## src/rtl/exe_defs_pkg.sv

```systemverilog
`default_nettype none
// exe_defs: ALU opcodes, memory access type codes, extended register addresses and divider states.
// Revision 1.0
package exe_defs;

   localparam logic [3:0] C_ALU_AND  = 4'h0;
   localparam logic [3:0] C_ALU_OR   = 4'h1;
   localparam logic [3:0] C_ALU_ADD  = 4'h2;
   localparam logic [3:0] C_ALU_SUB  = 4'h3;
   localparam logic [3:0] C_ALU_SLT  = 4'h4;
   localparam logic [3:0] C_ALU_SLTU = 4'h5;
   localparam logic [3:0] C_ALU_SLL  = 4'h6;
   localparam logic [3:0] C_ALU_SRL  = 4'h7;
   localparam logic [3:0] C_ALU_SAL  = 4'h8;
   localparam logic [3:0] C_ALU_SRA  = 4'h9;
   localparam logic [3:0] C_ALU_LUI  = 4'hA;
   localparam logic [3:0] C_ALU_XOR  = 4'hB;
   localparam logic [3:0] C_ALU_NOR  = 4'hC;

   localparam logic [2:0] C_TYPE_NONE = 3'b111;

   localparam logic [5:0] C_REG_LO        = 6'd32;
   localparam logic [5:0] C_REG_HI        = 6'd33;
   localparam logic [5:0] C_REG_CP0_FIRST = 6'd44;
   localparam logic [5:0] C_REG_CP0_LAST  = 6'd46;

   typedef enum logic [1:0] {
      DIV_IDLE = 2'd0,
      DIV_BUSY = 2'd1,
      DIV_DONE = 2'd2
   } div_state_t;

endpackage
`default_nettype wire

```

## src/rtl/div_iter.sv

```systemverilog
`default_nettype none
// div_iter: iterative radix-2 restoring divider, one quotient bit per cycle, with sign fixup.
// Revision 1.0
module div_iter
   import exe_defs::*;
#(
   parameter int DIV_CYCLES = 32
) (
   input  logic        clk,
   input  logic        resetn,
   input  logic        start,
   input  logic        is_signed,
   input  logic [31:0] a,
   input  logic [31:0] b,
   output logic        busy,
   output logic        done,
   output logic [31:0] q,
   output logic [31:0] r
);

   localparam logic [5:0] C_LAST_STEP = 6'(DIV_CYCLES - 1);

   div_state_t  r_state;
   div_state_t  w_state_nxt;
   logic [5:0]  r_count;
   logic [63:0] r_rem_quo;
   logic [31:0] r_divisor;
   logic        r_q_neg;
   logic        r_r_neg;

   logic [31:0] w_a_abs;
   logic [31:0] w_b_abs;
   logic [32:0] w_partial;
   logic [32:0] w_diff;
   logic        w_fits;
   logic [31:0] w_q_raw;
   logic [31:0] w_r_raw;

   assign w_a_abs = (is_signed && a[31]) ? (32'h0 - a) : a;
   assign w_b_abs = (is_signed && b[31]) ? (32'h0 - b) : b;

   // Upper half shifted left by one with the next dividend bit appended; 33 bits so no carry is lost.
   assign w_partial = r_rem_quo[63:31];
   assign w_diff    = w_partial - {1'b0, r_divisor};
   assign w_fits    = w_partial >= {1'b0, r_divisor};

   always_comb begin
      w_state_nxt = r_state;
      busy        = 1'b0;
      done        = 1'b0;
      case (r_state)
         DIV_IDLE: begin
            if (start) w_state_nxt = DIV_BUSY;
         end
         DIV_BUSY: begin
            busy = 1'b1;
            if (r_count == C_LAST_STEP) w_state_nxt = DIV_DONE;
         end
         DIV_DONE: begin
            done        = 1'b1;
            w_state_nxt = DIV_IDLE;
         end
         default: w_state_nxt = DIV_IDLE;
      endcase
   end

   always_ff @(posedge clk or negedge resetn) begin
      if (!resetn) begin
         r_state <= DIV_IDLE;
      end else begin
         r_state <= w_state_nxt;
      end
   end

   always_ff @(posedge clk or negedge resetn) begin
      if (!resetn) begin
         r_count   <= 6'd0;
         r_rem_quo <= 64'h0;
         r_divisor <= 32'h0;
         r_q_neg   <= 1'b0;
         r_r_neg   <= 1'b0;
      end else begin
         if (r_state == DIV_IDLE && start) begin
            r_count   <= 6'd0;
            r_rem_quo <= {32'h0, w_a_abs};
            r_divisor <= w_b_abs;
            r_q_neg   <= is_signed & (a[31] ^ b[31]);
            r_r_neg   <= is_signed & a[31];
         end else if (r_state == DIV_BUSY) begin
            r_count <= r_count + 6'd1;
            if (w_fits) begin
               r_rem_quo <= {w_diff[31:0], r_rem_quo[30:0], 1'b1};
            end else begin
               r_rem_quo <= {w_partial[31:0], r_rem_quo[30:0], 1'b0};
            end
         end
      end
   end

   assign w_q_raw = r_rem_quo[31:0];
   assign w_r_raw = r_rem_quo[63:32];
   assign q       = r_q_neg ? (32'h0 - w_q_raw) : w_q_raw;
   assign r       = r_r_neg ? (32'h0 - w_r_raw) : w_r_raw;

endmodule
`default_nettype wire

```

## src/rtl/execute_stage.sv

```systemverilog
`default_nettype none
// execute_stage: ALU, single-cycle multiplier, iterative divider, HI/LO write and mem-stage registers.
// Revision 1.0
module execute_stage
   import exe_defs::*;
#(
   parameter int DIV_CYCLES = 32
) (
   input  logic        clk,
   input  logic        resetn,
   input  logic [3:0]  de_aluop,
   input  logic [31:0] de_alusrc1,
   input  logic [31:0] de_alusrc2,
   input  logic        de_mult_en,
   input  logic        de_div_en,
   input  logic        de_is_signed,
   input  logic [31:0] de_MD_src1,
   input  logic [31:0] de_MD_src2,
   input  logic        de_mem_en,
   input  logic        de_mem_read,
   input  logic        de_reg_en,
   input  logic [2:0]  de_store_type,
   input  logic [2:0]  de_load_type,
   input  logic [5:0]  de_reg_waddr,
   input  logic [31:0] de_store_rt_data,
   input  logic [31:0] de_load_rt_data,
   output logic        exe_stall,
   output logic [31:0] exe_result,
   output logic        exe_hilo_we,
   output logic [31:0] exe_hi,
   output logic [31:0] exe_lo,
   output logic        exe_mem_en,
   output logic        exe_mem_read,
   output logic        exe_reg_en,
   output logic [2:0]  exe_store_type,
   output logic [2:0]  exe_load_type,
   output logic [5:0]  exe_reg_waddr,
   output logic [31:0] exe_store_rt_data,
   output logic [31:0] exe_load_rt_data,
   output logic [31:0] exe_alu_result
);

   logic [31:0] w_alu_result;
   logic [4:0]  w_shamt;
   logic [63:0] w_mul_a;
   logic [63:0] w_mul_b;
   logic [63:0] w_product;
   logic        w_div_busy;
   logic        w_div_done;
   logic        w_div_idle;
   logic [31:0] w_div_q;
   logic [31:0] w_div_r;

   assign w_shamt = de_alusrc1[4:0];

   always_comb begin
      w_alu_result = 32'h0;
      case (de_aluop)
         C_ALU_AND:  w_alu_result = de_alusrc1 & de_alusrc2;
         C_ALU_OR:   w_alu_result = de_alusrc1 | de_alusrc2;
         C_ALU_ADD:  w_alu_result = de_alusrc1 + de_alusrc2;
         C_ALU_SUB:  w_alu_result = de_alusrc1 - de_alusrc2;
         C_ALU_SLT:  w_alu_result = {31'h0, $signed(de_alusrc1) < $signed(de_alusrc2)};
         C_ALU_SLTU: w_alu_result = {31'h0, de_alusrc1 < de_alusrc2};
         C_ALU_SLL:  w_alu_result = de_alusrc2 << w_shamt;
         C_ALU_SRL:  w_alu_result = de_alusrc2 >> w_shamt;
         C_ALU_SAL:  w_alu_result = 32'h0;
         C_ALU_SRA:  w_alu_result = $unsigned($signed(de_alusrc2) >>> w_shamt);
         C_ALU_LUI:  w_alu_result = {de_alusrc2[15:0], 16'h0};
         C_ALU_XOR:  w_alu_result = de_alusrc1 ^ de_alusrc2;
         C_ALU_NOR:  w_alu_result = ~(de_alusrc1 | de_alusrc2);
         default:    w_alu_result = 32'h0;
      endcase
   end

   assign exe_result = w_alu_result;

   // Extending both operands to 64 bits lets one truncated multiply serve signed and unsigned.
   assign w_mul_a   = {{32{de_is_signed & de_MD_src1[31]}}, de_MD_src1};
   assign w_mul_b   = {{32{de_is_signed & de_MD_src2[31]}}, de_MD_src2};
   assign w_product = w_mul_a * w_mul_b;

   div_iter #(
      .DIV_CYCLES (DIV_CYCLES)
   ) u_div (
      .clk       (clk),
      .resetn    (resetn),
      .start     (de_div_en),
      .is_signed (de_is_signed),
      .a         (de_MD_src1),
      .b         (de_MD_src2),
      .busy      (w_div_busy),
      .done      (w_div_done),
      .q         (w_div_q),
      .r         (w_div_r)
   );

   assign w_div_idle = ~(w_div_busy | w_div_done);
   // The div instruction is released from decode in the DONE cycle.
   assign exe_stall  = de_div_en & ~w_div_done;

   always_ff @(posedge clk or negedge resetn) begin
      if (!resetn) begin
         exe_hilo_we <= 1'b0;
         exe_hi      <= 32'h0;
         exe_lo      <= 32'h0;
      end else begin
         exe_hilo_we <= 1'b0;
         if (w_div_done) begin
            exe_hilo_we <= 1'b1;
            exe_hi      <= w_div_r;
            exe_lo      <= w_div_q;
         end else if (de_mult_en && w_div_idle) begin
            exe_hilo_we <= 1'b1;
            exe_hi      <= w_product[63:32];
            exe_lo      <= w_product[31:0];
         end
      end
   end

   always_ff @(posedge clk or negedge resetn) begin
      if (!resetn) begin
         exe_mem_en        <= 1'b0;
         exe_mem_read      <= 1'b0;
         exe_reg_en        <= 1'b0;
         exe_store_type    <= C_TYPE_NONE;
         exe_load_type     <= C_TYPE_NONE;
         exe_reg_waddr     <= 6'd0;
         exe_store_rt_data <= 32'h0;
         exe_load_rt_data  <= 32'h0;
         exe_alu_result    <= 32'h0;
      end else begin
         exe_mem_en        <= de_mem_en;
         exe_mem_read      <= de_mem_read;
         exe_reg_en        <= de_reg_en;
         exe_store_type    <= de_store_type;
         exe_load_type     <= de_load_type;
         exe_reg_waddr     <= de_reg_waddr;
         exe_store_rt_data <= de_store_rt_data;
         exe_load_rt_data  <= de_load_rt_data;
         exe_alu_result    <= w_alu_result;
      end
   end

endmodule
`default_nettype wire
```

## config.mk

```make
export PLATFORM = sky130hd
export DESIGN_NAME = execute_stage
export DESIGN_NICKNAME = d
export VERILOG_FILES = /design/src/rtl/exe_defs_pkg.sv /design/src/rtl/div_iter.sv /design/src/rtl/execute_stage.sv
export SDC_FILE = /design/constraint.sdc
export NUM_CORES = 2
export LEC_CHECK = 0
export ABC_CLOCK_PERIOD_IN_PS = 6100
export BUFFER_PORTS_ARGS = -buffer_cell sky130_fd_sc_hd__buf_2
export CORE_ASPECT_RATIO = 0.8
export CORE_MARGIN = 10
export CORE_UTILIZATION = 30
export DETAILED_ROUTE_END_ITERATION = 12
export PLACE_DENSITY_LB_ADDON = 0.2
export SKIP_LAST_GASP = 1
export SYNTH_ARGS = -nofsm -noshare
export SYNTH_HDL_FRONTEND = slang
export SYNTH_SLANG_ARGS = --single-unit
export TNS_END_PERCENT = 100
```

## constraint.sdc

```tcl
create_clock -name clk -period 6.1 [get_ports clk]
set_input_delay 0.61 -clock clk [delete_from_list [all_inputs] [get_ports clk]]
set_output_delay 0.61 -clock clk [all_outputs]
set_load 0.05 [all_outputs]
```

# Yosys cells after proc, flatten, opt, wreduce, memory -nomap -nowiden
# Index checks and enable logic that the tools add are counted.
# word_totals
ff_bits,282
latchBits,0
ram_bits,0
mem_bits_ro,0
in_bits,216
output_inout_bits,209
word_cells,91
n_memories,0
# classes
n_addsub,8
mul,1
div,0
order_cmp,3
n_eq_ne,16
n_shift,3
mux,21
n_bitwise,12
n_reduce_logical,9
# op_table
operator,count
$pmux W32 S12,1
$mux W32,8
$mux W64,3
$sub A1 B32 Y32 const A,4
$lt A32 B32 Y1,2
$mul A33 B33 Y64,1
$sub A32 B32 Y32,2
$ge A33 B32 Y1,1
$add A32 B32 Y32,1
$and A32 B32 Y32,1
$not A32 Y32,1
$or A32 B32 Y32,1
$shl A32 B5 Y32,1
$shr A32 B5 Y32,1
$sshr A32 B5 Y32,1
$xor A32 B32 Y32,1
$eq A4 B3 Y1 const B,4
$eq A4 B4 Y1 const B,4
$mux W6,2
$eq A4 B2 Y1 const B,2
$add A6 B1 Y6 const B,1
$eq A6 B5 Y1 const B,1
$and A1 B1 Y1,4
$eq A4 B1 Y1 const B,1
other kinds (15),24

# Logic depth before layout (Yosys ltp)
# depth
word_depth,7
mapped_depth,31
ltp_nobuf,28

# By module
# From an unflattened synthesis, not the netlist that was laid out.
# unflattened
hier_cells,6964
area_unflattened_um2,60720.7
# by_module_without_submodules
mod,instances,cells_per_inst,area_each_um2
execute_stage,1,5857,51916.0
div_iter,1,1107,8804.7

# Least setup slack after synthesis
# No wires, ideal clock.
# synth_timing
path_kind,in2reg
startpoint,input port de_is_signed
endpoint,register exe_hi[28]
setup_time_ps,64
t_arrival_ps,8564
t_required_ps,6036
setup_slack_ps,-2528
cell_stages,29
cell_sequence,and2_1 -> clkbuf_1 -> clkbuf_1 -> nand2_1 -> inv_1 -> fa_1 -> inv_1 -> fa_1 -> inv_1 -> fa_1 -> fa_1 -> inv_1 -> fa_1 -> inv_1 -> fa_1 -> inv_1 -> fa_1 -> fa_1 -> inv_1 -> ha_1 -> and2_1 -> nand3_1 -> a21o_1 -> nand2_1 -> and3_1 -> a21oi_1 -> o21ai_0 -> or4b_2 -> or3b_1
# synth_between
elab_chain_len,4
elab_cells_between_ends,5
cone_classes,mul (1); mux (2); bitwise (2)
# synth_rtl
element,line_no,rtl
start: declaration,execute_stage.sv:16,"input logic de_is_signed,"
"$and A1 B1 Y1, on equally long branches","execute_stage.sv:79, execute_stage.sv:80",
$mul A33 B33 Y64 (*),execute_stage.sv:81,assign w_product = w_mul_a * w_mul_b;
$mux W32 (*),execute_stage.sv:113,end else if (de_mult_en && w_div_idle) begin
$mux W32 (*),execute_stage.sv:109,if (w_div_done) begin
end signal: assignment,execute_stage.sv:111,exe_hi <= w_div_r;
end signal: assignment,execute_stage.sv:115,exe_hi <= w_product[63:32];
end: declaration,execute_stage.sv:30,"output logic [31:0] exe_hi,"
# Mark *: on every way between the ends. The rest lies on a longest branch, timed or not. The select of a mux whose other input is x is not followed.
# A chain may end at the register's enable or synchronous reset.

# Final worst setup path
# layout_timing
startpoint,input port de_MD_src1[31]
endpoint,register exe_hi[29]
# layout_between
elab_chain_len,4
# layout_rtl
element,line_no,rtl
start: declaration,execute_stage.sv:17,"input logic [31:0] de_MD_src1,"
$and A1 B1 Y1,execute_stage.sv:79,"assign w_mul_a = {{32{de_is_signed & de_MD_src1[31]}}, de_MD_src1};"
$mul A33 B33 Y64 (*),execute_stage.sv:81,
$mux W32 (*),execute_stage.sv:113,
$mux W32 (*),execute_stage.sv:109,
# Marks and branches as above.

==> flow_summary_export.csv <==
group,metric,value,unit
logic_synthesis,ys.flop_type,"dfrtp_1",
global_routing,grt_overflow,0,
timing,finalCriticalPeriod,7480,ps
worst_setup_path,required,6630,ps
clock_network,clock_latency,590,ps
run,cap_viol_max_count,0,
logic_synthesis,postSynthCellCount,6970,
clock_network,h-tree-depth,2,
logic_synthesis,netlist.area_leader.share,37.1,%
routing,vias,52449,
clock_network,clockRootBuffer,"clkbuf_16",
final_layout,final_cells,10441,
worst_setup_path,path_max_fanout,6,
global_routing,grt_use_met3,4.72,%
logic_synthesis,synthTopCellsByCount,"inv_1, fa_1, nand2_1, clkbuf_1, and2_1",
clock_network,path_clk_slew,70,ps
floorplanning,rows,147,
logic_synthesis,synth.most_common_cell,"inv_1",
clock_network,cts_buffer_depth,3,
worst_setup_path,cp.arrival,8010,ps
routing,routed_via_density,5.02,
routing,drc,0,
logic_synthesis,synth_area,60900,um2
routing,drt_wl_total,240000,um
run_status,violations,"setup timing",
routing,ant_nets,0,
clock_network,cts_tree,"done",
placed_design,io_buffers,424,
floorplanning,die_w,524,um
routing,drt_first_pass_iters,6,
routing,drt_iter0_drc,4463,
placed_design,gp_congestion,0.980,
worst_setup_path,cp-start-kind,"input pin",
final_layout,syn2layout_area_growth,23.2,%
timing,fin_skew,27.3,ps
worst_setup_path,critPathMostFrequentCell,"fa_1",
timing,rsz0062_at_grt,"true",
floorplanning,die_y,423,um
timing,fmax,0.134,GHz
worst_setup_path,worstSetupPathType,"input pin to register",
floorplanning,core_area,201000,um2
timing,finalCritPeriodShare,123,%
global_routing,grt_max_degree,110,
worst_setup_path,slowest_delay,610,ps
timing,maxSlewHeadroom,31.5,%
timing,hold_violations,0,
timing,tightest_slew,1020,ps
final_layout,drive_gt1_share,21.8,%
clock_network,numCtsBuffers,36,
logic_synthesis,syn_nets,8664,
logic_synthesis,async_reset_ff_share,100,%
logic_synthesis,synth-edff-count,0,
run_status,status,"complete, but fails checks",
min_path,hp-class,"input pin to register",
global_routing,grt_use_met1,32.6,%
worst_setup_path,slowest_stage,"fa_2",
final_layout,layout.nets,9413,
global_routing,antenna_found_initial,18,
routing,avgRoutedWirePerCell,22.9,um
placed_design,placedCellCount,10263,
floorplanning,start_util,30.2,%
clock_network,cts_sinks,282,
logic_synthesis,synth_seq_cells,282,
global_routing,grt_pass1_wl,360000,um
floorplanning,ios,425,
worst_setup_path,critPathCaptureType,"register",
logic_synthesis,synth.distinct_cells,86,
logic_synthesis,yosysTopAreaCell,"fa_1",
placed_design,place_hpwl,199000,um
global_routing,grt_use_total,21.2,%
logic_synthesis,ys_warn_count,0,
logic_synthesis,avgSynthCellArea,8.73,um2
timing,setup_violations,49,
timing,slew_viol_final,0,
logic_synthesis,synthTopCellsByArea,"fa_1, dfrtp_1, inv_1, ha_1, nand2_1",
floorplanning,die_area,221000,um2
timing,worst_slack,-1380,ps
logic_synthesis,synth-seq-area-share,11.6,%
global_routing,first_global_vias,53558,
global_routing,met2_usage,30.3,%
global_routing,busiest_layer,"met1",
==> registers in the layout, summed over array words and instances, names as in the netlist <==
name / cells
u_div.r_rem_quo: 64
exe_alu_result: 32
exe_hi: 32
exe_lo: 32
exe_load_rt_data: 32
exe_store_rt_data: 32
u_div.r_divisor: 32
exe_reg_waddr: 6
u_div.r_count: 6
exe_load_type: 3
exe_store_type: 3
u_div.r_state: 2
exe_hilo_we: 1
exe_mem_en: 1
exe_mem_read: 1
exe_reg_en: 1
u_div.r_q_neg: 1
u_div.r_r_neg: 1
==> critical path: cells and delay by family <==
family	cells	cell delay (ps)
adder cells (fa/ha/maj)	9	4270
buffers and inverters	9	860
AO/OA/AOI/OAI	6	1300
AND/OR/NAND/NOR	6	940
==> routing by layer <==
layer / vias to the layer above / routed length (um)
li1: 23410 / -
met1: 26938 / 114000
met3: 206 / 21500
met2: 1889 / 98600
met5: - / 25
met4: 6 / 5000
==> final timing paths <==
path / from / to / slack, ps / cells after the start
setup / recovery: de_MD_src1[31] / exe_hi[29]$_DFFE_PN0P_ / -1380 / 30
hold / removal: de_store_rt_data[29] / exe_store_rt_data[29]$_DFF_PN0_ / 120 / 1
setup reg to reg: u_div.r_rem_quo[39]$_DFFE_PN0P_ / exe_hi[29]$_DFFE_PN0P_ / 2280 / 10
hold reg to reg: u_div.r_divisor[21]$_DFFE_PN0P_ / u_div.r_divisor[21]$_DFFE_PN0P_ / 480 / 2
max in group asynchronous: resetn / u_div.r_divisor[25]$_DFFE_PN0P_ / 4110 / 3
min in group asynchronous: resetn / exe_lo[15]$_DFFE_PN0P_ / 550 / 2
==> cells in the final DEF, fill, tap and decap left out, types with 48 or more instances in the layout <==
cell type,netlist,routed
xnor2_1,144,123
xor2_1,75,72
and2_1,354,319
dfrtp_1,276,276
mux2i_1,102,102
buf_2,8,364
o21ai_0,274,240
buf_6,0,79
inv_2,1,58
nand2_1,1028,1003
a21o_1,79,77
nor3_1,55,48
fa_1,1128,1070
buf_4,0,632
nand3_1,59,55
ha_1,350,305
a21oi_1,263,222
buf_12,0,66
fa_2,0,58
o31ai_1,54,48
nor2_1,299,288
inv_1,1275,1212
==> timing repair <==
item / CTS / global route
buffers inserted: 56 / 55
hold buffers: 1 / 0
endpoints found under the hold margin: 10 / 0
setup endpoints to repair: 51 / 51
pin swaps: 197 / 108
cloned: 4 / 0
gates resized for setup: 361 / 144
==> area by class of cell <==
type / count / area, um2
well taps: 2682 / 3360
repair buffers: 1165 / 9190
flip-flops and latches: 282 / 7060
fillers: 20755 / 126000
clock inverters: 11 / 164
multi-input cells: 4956 / 49300
inverters: 1278 / 4820
diodes: 12 / 30.0
clock buffers: 55 / 1010
==> logic make-up after synthesis <==
group / count (synthesis) / synth area share (%)
multiplexers: 151 / 3.32
adder cells (fa/ha/maj): 1478 / 44.3
XOR/XNOR: 219 / 3.15
flip-flops: 282 / 11.6
AND/OR/NAND/NOR: 2029 / 15.4
AO/OA/AOI/OAI: 1079 / 11.5
buffers and inverters: 1732 / 10.7
==> through the flow <==
step                TNS [ps]  hold slack (ps)  area [um2]  setup WS, ps  utilization, %
floorplan             -46080              314       62600         -1780               -
global placement      -95500              464       70800         -2390            35.2
detailed placement    -96960              471       70800         -2430            35.2
CTS                   -46410             56.5       74000         -1400            36.8
global route          -57800             87.5       75000         -1560            37.3
finish                -48330              123       75000         -1380            37.3
Power is left out: the tool's default activity adds up to more than one toggle a clock period on the data nets, which glitch-free logic cannot reach.
